## config.mk

```make
export PLATFORM = sky130hd
export DESIGN_NAME = uart_tx_cfg
export DESIGN_NICKNAME = d
export VERILOG_FILES = /design/src/rtl/uart_tx_cfg.sv
export SDC_FILE = /design/constraint.sdc
export NUM_CORES = 1
export LEC_CHECK = 0
export CAP_MARGIN = 15
export CORE_MARGIN = 4
export CORE_UTILIZATION = 63
export DETAILED_ROUTE_END_ITERATION = 10
export GPL_ROUTABILITY_DRIVEN = 0
export PLACE_DENSITY_LB_ADDON = 0.05
export SKIP_CTS_REPAIR_TIMING = 1
export SLEW_MARGIN = 10
export SYNTH_ARGS = -nofsm -noshare
export SYNTH_HDL_FRONTEND = slang
export SYNTH_SLANG_ARGS = --single-unit
```

## constraint.sdc

```tcl
create_clock -name i_clock -period 8 [get_ports i_clock]
set_input_delay 1.2 -clock i_clock [delete_from_list [all_inputs] [get_ports i_clock]]
set_output_delay 1.2 -clock i_clock [all_outputs]
set_load 0.1 [all_outputs]
```

## src/rtl/uart_tx_cfg.sv

```systemverilog
// Configurable UART transmitter with a small transmit FIFO in front of the serializer.
// Handshake: a word is taken on a rising edge where i_valid && o_ready; i_valid while o_ready is low is ignored and i_data may change.
module uart_tx_cfg #(
  parameter int CLKS_PER_BIT = 104,
  parameter int DATA_BITS    = 8,
  parameter int PARITY       = 0,
  parameter int STOP_BITS    = 1,
  parameter int FIFO_DEPTH   = 4
) (
  input  logic                          i_clock,
  input  logic                          i_reset,
  input  logic [DATA_BITS-1:0]          i_data,
  input  logic                          i_valid,
  output logic                          o_ready,
  output logic                          o_signal,
  output logic                          o_busy,
  output logic [$clog2(FIFO_DEPTH):0]   o_fifo_count,
  output logic [2:0]                    o_state
);

  localparam int AW = $clog2(FIFO_DEPTH);
  localparam int BW = $clog2(DATA_BITS);
  localparam logic [15:0]   BAUD_LAST = 16'(CLKS_PER_BIT - 1);
  localparam logic [BW-1:0] LAST_BIT  = BW'(DATA_BITS - 1);
  localparam logic [AW:0]   FULL      = (AW+1)'(FIFO_DEPTH);

  typedef enum logic [2:0] {
    S_IDLE   = 3'd0,
    S_START  = 3'd1,
    S_DATA   = 3'd2,
    S_PARITY = 3'd3,
    S_STOP   = 3'd4
  } state_t;

  logic [DATA_BITS-1:0] mem_q [FIFO_DEPTH];
  logic [AW-1:0]        wr_ptr_q, rd_ptr_q;
  logic [AW:0]          count_q;
  logic                 push, pop, fifo_empty;
  logic [DATA_BITS-1:0] head;

  state_t               state_q, state_d;
  logic [15:0]          baud_q, baud_d;
  logic [BW-1:0]        bit_q, bit_d;
  logic [DATA_BITS-1:0] shift_q, shift_d;
  logic                 par_q, par_d;
  logic                 stop_q, stop_d;
  logic                 sig_q, sig_d;
  logic                 load, baud_done, stop_last;

  assign o_ready    = (count_q != FULL);
  assign push       = i_valid && o_ready;
  assign fifo_empty = (count_q == '0);
  assign head       = mem_q[rd_ptr_q];

  // Storage needs no reset: pointers and count define what is valid.
  always_ff @(posedge i_clock) begin
    if (!i_reset && push) mem_q[wr_ptr_q] <= i_data;
  end

  always_ff @(posedge i_clock) begin
    if (i_reset) begin
      wr_ptr_q <= '0;
      rd_ptr_q <= '0;
      count_q  <= '0;
    end else begin
      if (push) wr_ptr_q <= wr_ptr_q + 1'b1;
      if (pop)  rd_ptr_q <= rd_ptr_q + 1'b1;
      case ({push, pop})
        2'b10:   count_q <= count_q + 1'b1;
        2'b01:   count_q <= count_q - 1'b1;
        default: count_q <= count_q;
      endcase
    end
  end

  always_ff @(posedge i_clock) begin
    if (i_reset) begin
      state_q <= S_IDLE;
      baud_q  <= '0;
      bit_q   <= '0;
      shift_q <= '0;
      par_q   <= 1'b0;
      stop_q  <= 1'b0;
      sig_q   <= 1'b1;
    end else begin
      state_q <= state_d;
      baud_q  <= baud_d;
      bit_q   <= bit_d;
      shift_q <= shift_d;
      par_q   <= par_d;
      stop_q  <= stop_d;
      sig_q   <= sig_d;
    end
  end

  assign baud_done = (baud_q == '0);
  assign stop_last = (STOP_BITS == 1) || stop_q;

  always_comb begin
    state_d = state_q;
    baud_d  = baud_q;
    bit_d   = bit_q;
    shift_d = shift_q;
    par_d   = par_q;
    stop_d  = stop_q;
    sig_d   = sig_q;
    load    = 1'b0;
    pop     = 1'b0;
    case (state_q)
      S_IDLE: begin
        sig_d = 1'b1;
        if (!fifo_empty) load = 1'b1;
      end
      S_START: begin
        if (baud_done) begin
          sig_d   = shift_q[0];
          baud_d  = BAUD_LAST;
          bit_d   = '0;
          state_d = S_DATA;
        end else begin
          baud_d = baud_q - 16'd1;
        end
      end
      S_DATA: begin
        if (baud_done) begin
          baud_d = BAUD_LAST;
          if (bit_q == LAST_BIT) begin
            if (PARITY != 0) begin
              sig_d   = par_q;
              state_d = S_PARITY;
            end else begin
              sig_d   = 1'b1;
              stop_d  = 1'b0;
              state_d = S_STOP;
            end
          end else begin
            bit_d   = bit_q + 1'b1;
            shift_d = shift_q >> 1;
            sig_d   = shift_q[1];
          end
        end else begin
          baud_d = baud_q - 16'd1;
        end
      end
      S_PARITY: begin
        if (baud_done) begin
          sig_d   = 1'b1;
          stop_d  = 1'b0;
          baud_d  = BAUD_LAST;
          state_d = S_STOP;
        end else begin
          baud_d = baud_q - 16'd1;
        end
      end
      S_STOP: begin
        if (baud_done) begin
          if (!stop_last) begin
            stop_d = 1'b1;
            baud_d = BAUD_LAST;
          end else if (!fifo_empty) begin
            load = 1'b1;
          end else begin
            sig_d   = 1'b1;
            state_d = S_IDLE;
          end
        end else begin
          baud_d = baud_q - 16'd1;
        end
      end
      default: state_d = S_IDLE;
    endcase

    // Frame launch shared by IDLE and the back-to-back path out of STOP.
    if (load) begin
      pop     = 1'b1;
      shift_d = head;
      par_d   = (PARITY == 1) ? ~(^head) : (^head);
      sig_d   = 1'b0;
      baud_d  = BAUD_LAST;
      state_d = S_START;
    end
  end

  assign o_signal     = sig_q;
  assign o_busy       = (state_q != S_IDLE) || !fifo_empty;
  assign o_fifo_count = count_q;
  assign o_state      = state_q;

endmodule

```

==> results of run 1 <==
## stage by stage
stage | area (µm²) | setup slack (ns) | hold slack, ns | cells | total power (W)
floorplan | 3350 | 4.21 | 0.436 | 306 | 0.00111
global placement | 3550 | 4.61 | 0.430 | 378 | 0.00123
detailed placement | 3550 | 4.51 | 0.447 | 378 | 0.00125
CTS | 3740 | 4.18 | 0.457 | 394 | 0.00152
global route | 3740 | 4.05 | 0.471 | 394 | 0.00163
finish | 3740 | 4.19 | 0.458 | 394 | 0.00152
## routing by layer
| layer | global-route usage | vias up |
|---|---|---|
| li1 | - | 1184 |
| met1 | 0.282 | 1134 |
| met4 | 0.0760 | 0 |
| met5 | 0 | - |
| met3 | 0.0366 | 10 |
| met2 | 0.351 | 49 |
## area by class of cell
class                      instances  area share
timing repair buffer              20      0.0529
clock inverter                     7      0.0167
clock buffer                       9      0.0331
tap                               70      0.0234
inverter                           9     0.00904
sequential                        72       0.471
multi-input combinational        207       0.393
## state kept, by name (all words and copies together) (netlist names), named ones only
signal / count
bit_q: 3
mem_q: 32
baud_q: 16
rd_ptr_q: 2
o_fifo_count: 3
o_state: 3
o_signal: 1
wr_ptr_q: 2
shift_q: 8
## power by group through the flow
| stage | clock network, W | logic, W | registers [W] |
|---|---|---|---|
| detailed placement | 0 | 0.000710 | 0.000537 |
| CTS | 0.000275 | 0.000714 | 0.000531 |
| global placement | 0 | 0.000697 | 0.000533 |
| floorplan | 0 | 0.000532 | 0.000577 |
| global route | 0.000294 | 0.000791 | 0.000542 |
| finish | 0.000273 | 0.000714 | 0.000531 |
## logic make-up after synthesis
logic type                 Yosys count  share of synthesized area
and+or+nand+nor                    111                      0.184
xor gates and xnor gates             9                     0.0236
adders and majority gates           10                     0.0396
buffers and inverters               27                     0.0344
DFF                                 72                      0.526
AOI/OAI and AO/OA                   67                      0.132
muxes                               10                     0.0598
## synth_stat cells (9+ instances only)
cell and n:
sky130_fd_sc_hd__dfxtp_1 40, sky130_fd_sc_hd__edfxtp_1 32, sky130_fd_sc_hd__ha_1 9, sky130_fd_sc_hd__nor3_1 11, sky130_fd_sc_hd__a21oi_1 26, sky130_fd_sc_hd__clkbuf_1 9
sky130_fd_sc_hd__or3_1 11, sky130_fd_sc_hd__o21ai_0 10, sky130_fd_sc_hd__nand3_1 11, sky130_fd_sc_hd__nand2_1 22, sky130_fd_sc_hd__nor2_1 26
## worst paths after layout
kind / startpoint / to / slack (ns)
max: o_state[1]$_SDFFE_PP0P_ / o_busy / 4.19
min: o_signal$_SDFFE_PP1P_ / o_signal$_SDFFE_PP1P_ / 0.46
max reg2reg: baud_q[0]$_SDFFE_PP0P_ / o_fifo_count[2]$_SDFFE_PP0P_ / 4.46
min reg2reg: o_signal$_SDFFE_PP1P_ / o_signal$_SDFFE_PP1P_ / 0.46
## worst min-delay path: stages (launching register included)
cell                      delay [ns]
sky130_fd_sc_hd__dfxtp_1        0.32
sky130_fd_sc_hd__nand2_1        0.05
sky130_fd_sc_hd__nand2_1        0.04
==> key figures, run 1 <==
Outcome
  – Status: complete, no violations

Worst setup path
  – Critical-path maximum fanout: 11
  – Critical path class: reg -> out
  – Family with the most delay on the worst path: buffers and inverters
  – Cell Chain, Critical Path: or2_0 > nor2_1 > nand2_1 > clkdlybuf4s50_1
  – Maximum cell stage delay along the critical path: around 1.1 ns
  – Crit. path cell count: 4
  – Crit. End Element: primary output
  – Bufs and invs on worst path: 1
  – Required time at the endpoint of the critical path: 6.80 ns
  – Depth of the worst register-to-register path: 12
  – Startpoint kind of the worst setup timing path: flop
  – Critical Path Slowest Stage Cell: sky130_fd_sc_hd__clkdlybuf4s50_1
  – Critical path arrival: about 2.6 ns

Route
  – Overall routed net length: ~6200 µm
  – Uppermost metal layer occupied by signal nets: met4
  – TritonRoute pass-1 iters: 4
  – Wire length per cell: approximately 16 µm
  – Remaining DRCs: 0
  – Number of vias per cell after detailed routing: between 6 and 7
  – Detailed Route Iter0 Violations: 184
  – Length of routed wiring on met1: 2870 µm
  – Routed met2 length: around 3000 µm
  – Via Count: between 2000 and 2500
  – Amount of wire on met3 after detailed routing: 210 µm
  – Count of nets left with antenna violations after detail routing: 0

Pwr
  – Sequential group share of total power: 0.350
  – Internal Power: 0.000844 W
  – Clock share of power: 0.180
  – Power density over the cells: 406 nW/µm²
  – Logic pwr share: 0.471
  – Switch Pwr: approximately 0.00067 W
  – Peak ir drop on the vdd network: 295 µV
  – Net switching fraction of the power: 0.444
  – Leakage component of the power: 1.24 nW

Synthesis
  – Biggest area consumer among synthesized cells: sky130_fd_sc_hd__edfxtp_1
  – Count of different cell masters after synthesis: 54
  – Total nets after synthesis: about 330
  – Count of flip-flops with a built-in enable after synthesis: 32
  – Fraction of synthesized cell area taken by the top area cell type: 0.287
  – Yosys warning count: 0
  – #FFs+latches synth: 72
  – Post-synthesis cell area: ~3300 µm²
  – Syn avg cell area: approximately 11 µm²
  – Most frequently used flop master after synthesis: sky130_fd_sc_hd__dfxtp_1
  – Sequential area share after synthesis: 0.526
  – Post-synth ARST share: 0
  – Synth Instances: just over 300
  – Cell types occupying the most area after synthesis: sky130_fd_sc_hd__edfxtp_1, sky130_fd_sc_hd__dfxtp_1, sky130_fd_sc_hd__mux4_2, sky130_fd_sc_hd__a21oi_1, sky130_fd_sc_hd__ha_1

CTS
  – Number of buffers on the longest clock path: 2
  – H-tree lvl count: 3
  – CTS clock-pin slew for the worst setup and hold paths: around 0.07 ns
  – CTS Root Buffer Type: sky130_fd_sc_hd__clkbuf_8
  – Clock insertion delay at the later pin of the skew report: between 0.3 and 0.4 ns
  – Clock sink count: 72
  – Clock tree from TritonCTS: done
  – Total CTS buffers: 9

Die
  – Die area: 6540 µm²
  – Standard cell core area: 5140 µm²
  – Overall die width: 80.9 µm
  – Row count: 26
  – Effective utilization at floorplan: 0.651
  – Top-Level Pins: 20
  – Vertical die dimension: roughly 81 µm

GRT
  – Vias in the first global route: 2220
  – Maximum number of pins on one net before global-route repair: 32
  – All-Layer GR Usage: 0.212
  – Antenna violations before repair: 0
  – Wire length of the first global-routing pass: ~11000 µm
  – Overflow after GRT: 0

Finish
  – Antenna fix cells: 0
  – Number of filler cells placed in the layout: approximately 380
  – Final core area utilization: 0.727
  – Area of combinational cells with multiple inputs: roughly 1500 µm²
  – Fraction of final layout cells with drive strength greater than 1: 0.102
  – Count of nets after finishing: 340
  – Growth of design area from synthesis to finish: 11.7%
  – Most common cell after layout, fill and taps aside: sky130_fd_sc_hd__dfxtp_1
  – Sequential cell area: around 1800 µm²
  – Top library cells by usage in the layout, fill and taps aside: sky130_fd_sc_hd__dfxtp_1, sky130_fd_sc_hd__edfxtp_1, sky130_fd_sc_hd__nor2_1, sky130_fd_sc_hd__a21oi_1, sky130_fd_sc_hd__nand2_1

Worst hold path
  – Class of the worst hold path: reg -> reg
  – Instance count along the most critical hold path: 2

Job
  – Number of max-cap violations: 0

Placement
  – IO Port Bufs: 19
  – DP HPWL: roughly 4200 µm

Timing
  – Period minus WS final: about 3.8 ns
  – Setup skew after layout: roughly 0.0047 ns
  – Count of final setup violators: 0
  – Transition time at the pin with the least slew margin: roughly 1 ns
  – Highest achievable clock rate: 262 MHz
  – Final number of max-transition violations: 0
  – RSZ-0062 raised after global routing: no
  – Final hold viol count: 0
  – Share of the clock period used by the worst path: 0.476
  – Relative max-transition margin: 0.326
  – Setup TNS: 0 ns
Note: power is estimated with default switching activity, not from simulation.
==> inputs of run 2 (changes only) <==
CORE_UTILIZATION = 59   (was 63)
clock period = 3.58 ns   (was 8 ns; I/O delays follow)
==> run 2 against run 1 <==
  * Critical path type is now reg -> reg
  * First-iteration DRC count down 11%
  * Worst hold slack lost 0.018 ns
  * Core utilization shrank 4.1 points
  * Clock-buffer cell count unchanged
  * Global-route usage fell by 1.4 points
  * Sequential power grew 120%
  * Combinational power grew 130%
  * Sequential cell count stayed put
  * Routed wire length rose by 1.9%
  * Critical path depth up 8
  * Clock skew grew 0.0019 ns
  * Register-to-register slack worse by 3.9 ns
==> key figures, run 2 (synthesized netlist as in run 1, its figures left out) <==
Route
  – Routed met2 length: roughly 3000 µm
  – Wire length per cell: roughly 16 µm
  – Remaining DRCs: 0
  – Via Count: about 2400
  – Detailed Route Iter0 Violations: around 160
  – TritonRoute pass-1 iters: 5
  – Number of vias per cell after detailed routing: roughly 6
  – Uppermost metal layer occupied by signal nets: met4
  – Amount of wire on met3 after detailed routing: ~320 µm
  – Overall routed net length: around 6300 µm
  – Count of nets left with antenna violations after detail routing: 0
  – Length of routed wiring on met1: a little under 3000 µm

Die
  – Die area: between 6000 and 7000 µm²
  – Overall die width: 83.3 µm
  – Row count: 27
  – Standard cell core area: ~5500 µm²
  – Effective utilization at floorplan: 0.608
  – Top-Level Pins: 20
  – Vertical die dimension: 83.3 µm

Timing
  – Setup skew after layout: 0.00659 ns
  – Worst Hold Margin: between 0.4 and 0.5 ns
  – Share of the clock period used by the worst path: 0.844
  – Final number of max-transition violations: 0
  – Final hold viol count: 0
  – Highest achievable clock rate: approximately 330 MHz
  – Relative max-transition margin: 0.342
  – RSZ-0062 raised after global routing: no
  – Count of final setup violators: 0
  – Period minus WS final: slightly above 3 ns
  – Setup TNS: 0 ns
  – Transition time at the pin with the least slew margin: between 0.9 and 1 ns

Pwr
  – Leakage component of the power: around 1.3 nW
  – Power density over the cells: just over 900 nW/µm²
  – Power after layout: ~0.0034 W
  – Peak ir drop on the vdd network: roughly 650 µV

Finish
  – Max reg flops: 32
  – Count of nets after finishing: around 350
  – Growth of design area from synthesis to finish: 12.9%
  – Fraction of final layout cells with drive strength greater than 1: 0.128
  – Most common cell after layout, fill and taps aside: sky130_fd_sc_hd__dfxtp_1
  – Registers with the most flip-flops: mem_q (32), baud_q (16), shift_q (8)
  – Top library cells by usage in the layout, fill and taps aside: sky130_fd_sc_hd__dfxtp_1, sky130_fd_sc_hd__edfxtp_1, sky130_fd_sc_hd__nor2_1, sky130_fd_sc_hd__a21oi_1, sky130_fd_sc_hd__nand2_1
  – Area of all placed cells without fillers: ~3800 µm²
  – Antenna fix cells: 0
  – Register with the highest flop count: mem_q
  – Final core area utilization: 0.686

Worst setup path
  – Critical Path Slowest Stage Cell: sky130_fd_sc_hd__nor4b_1
  – Crit. End Element: flop
  – Cell Chain, Critical Path: inv_1 > ha_1 > nor4b_1 > and4_1 > o21ai_1 > inv_2 > ha_1 > inv_1 > fa_1 > xor2_1 > or3_1 > a21oi_1
  – Required time at the endpoint of the critical path: slightly below 4 ns
  – Register-to-Register Setup Slack: around 0.56 ns
  – Critical-path maximum fanout: 10
  – Critical path arrival: roughly 3.3 ns
  – Depth of the worst register-to-register path: 12
  – Startpoint kind of the worst setup timing path: flop
  – Worst r2r src: baud_q[0]$_SDFFE_PP0P_
  – Maximum cell stage delay along the critical path: roughly 0.49 ns
  – Crit path from: baud_q[0]$_SDFFE_PP0P_
  – Critical R2R Capture: o_fifo_count[2]$_SDFFE_PP0P_
  – Critical path class: reg -> reg
  – Destination of the critical timing path: o_fifo_count[2]$_SDFFE_PP0P_

GRT
  – Overflow after GRT: 0
  – Antenna violations before repair: 0
  – All-Layer GR Usage: 0.198
  – Maximum number of pins on one net before global-route repair: 32
  – Wire length of the first global-routing pass: approximately 11000 µm
  – Vias in the first global route: around 2300

CTS
  – H-tree lvl count: 3
  – Total CTS buffers: 9
  – CTS clock-pin slew for the worst setup and hold paths: ~0.080 ns
  – Clock sink count: 72
  – Number of buffers on the longest clock path: 2
  – Clock tree from TritonCTS: done
  – CTS Root Buffer Type: sky130_fd_sc_hd__clkbuf_8
  – Clock insertion delay at the later pin of the skew report: between 0.3 and 0.4 ns

Outcome
  – Status: complete, no violations

Job
  – Number of max-cap violations: 0

Placement
  – DP HPWL: about 4200 µm
  – Placed Instance Area: 3590 µm²
  – IO Port Bufs: 19

Worst hold path
  – Class of the worst hold path: reg -> reg
run 2: changes by cell type in the layout (fill, tap and decap cells not counted), sizes merged:
cell           change
buf                +7
clkdlybuf4s50      -2
clkinv             -1
clkinvlp           +1
run 2: worst min path at each step:
stage	slack, ns	cells past startpoint	from	end
2_1_floorplan	0.44	2	bit_q[1]$_SDFFE_PP0P_	bit_q[1]$_SDFFE_PP0P_
3_3_place_gp	0.43	2	o_signal$_SDFFE_PP1P_	o_signal$_SDFFE_PP1P_
3_5_place_dp	0.44	2	o_signal$_SDFFE_PP1P_	o_signal$_SDFFE_PP1P_
4_1_cts	0.45	2	o_signal$_SDFFE_PP1P_	o_signal$_SDFFE_PP1P_
5_1_grt	0.48	2	o_signal$_SDFFE_PP1P_	o_signal$_SDFFE_PP1P_
6_report	0.44	2	o_signal$_SDFFE_PP1P_	o_signal$_SDFFE_PP1P_
run 2: final cells by class:
| class | instances | area (µm²) |
|---|---|---|
| repair buffers | 25 | 230 |
| well taps | 72 | 90.1 |
| flip-flops and latches | 72 | 1760 |
| multi-input cells | 207 | 1480 |
| inverters | 9 | 33.8 |
| fillers | 411 | 1730 |
| clock inverters | 7 | 62.6 |
| clock buffers | 9 | 124 |
run 2: per-stage QoR:
step                      setup slack, ns  cells
after floorplan                     0.187    306
after global placement              0.739    385
after detailed placement            0.614    385
after CTS                           0.592    401
after global routing                0.295    401
final                               0.559    401
run 2: power by group:
| part | switching, W | total [W] | internal, W | leakage (nW) |
|---|---|---|---|---|
| clock network | 0.000298 | 0.000612 | 0.000314 | 0.0901 |
| registers | 0.000166 | 0.00118 | 0.00101 | 0.618 |
| logic | 0.00106 | 0.00164 | 0.000588 | 0.558 |
run 2: critical path, delay by kind of cell (launching register included):
kind	cells	cell delay [ns]
and+or+nand+nor	3	1.11
adders and majority gates	3	0.73
buffers and inverters	3	0.37
DFF	1	0.35
AOI/OAI and AO/OA	2	0.24
xor gates and xnor gates	1	0.15
run 2: layer usage:
metal  global-route usage  up-vias
met5                    0        -
met4               0.0966        0
met3               0.0476       10
met2                0.309       78
met1                0.259     1108
li1                     -     1199
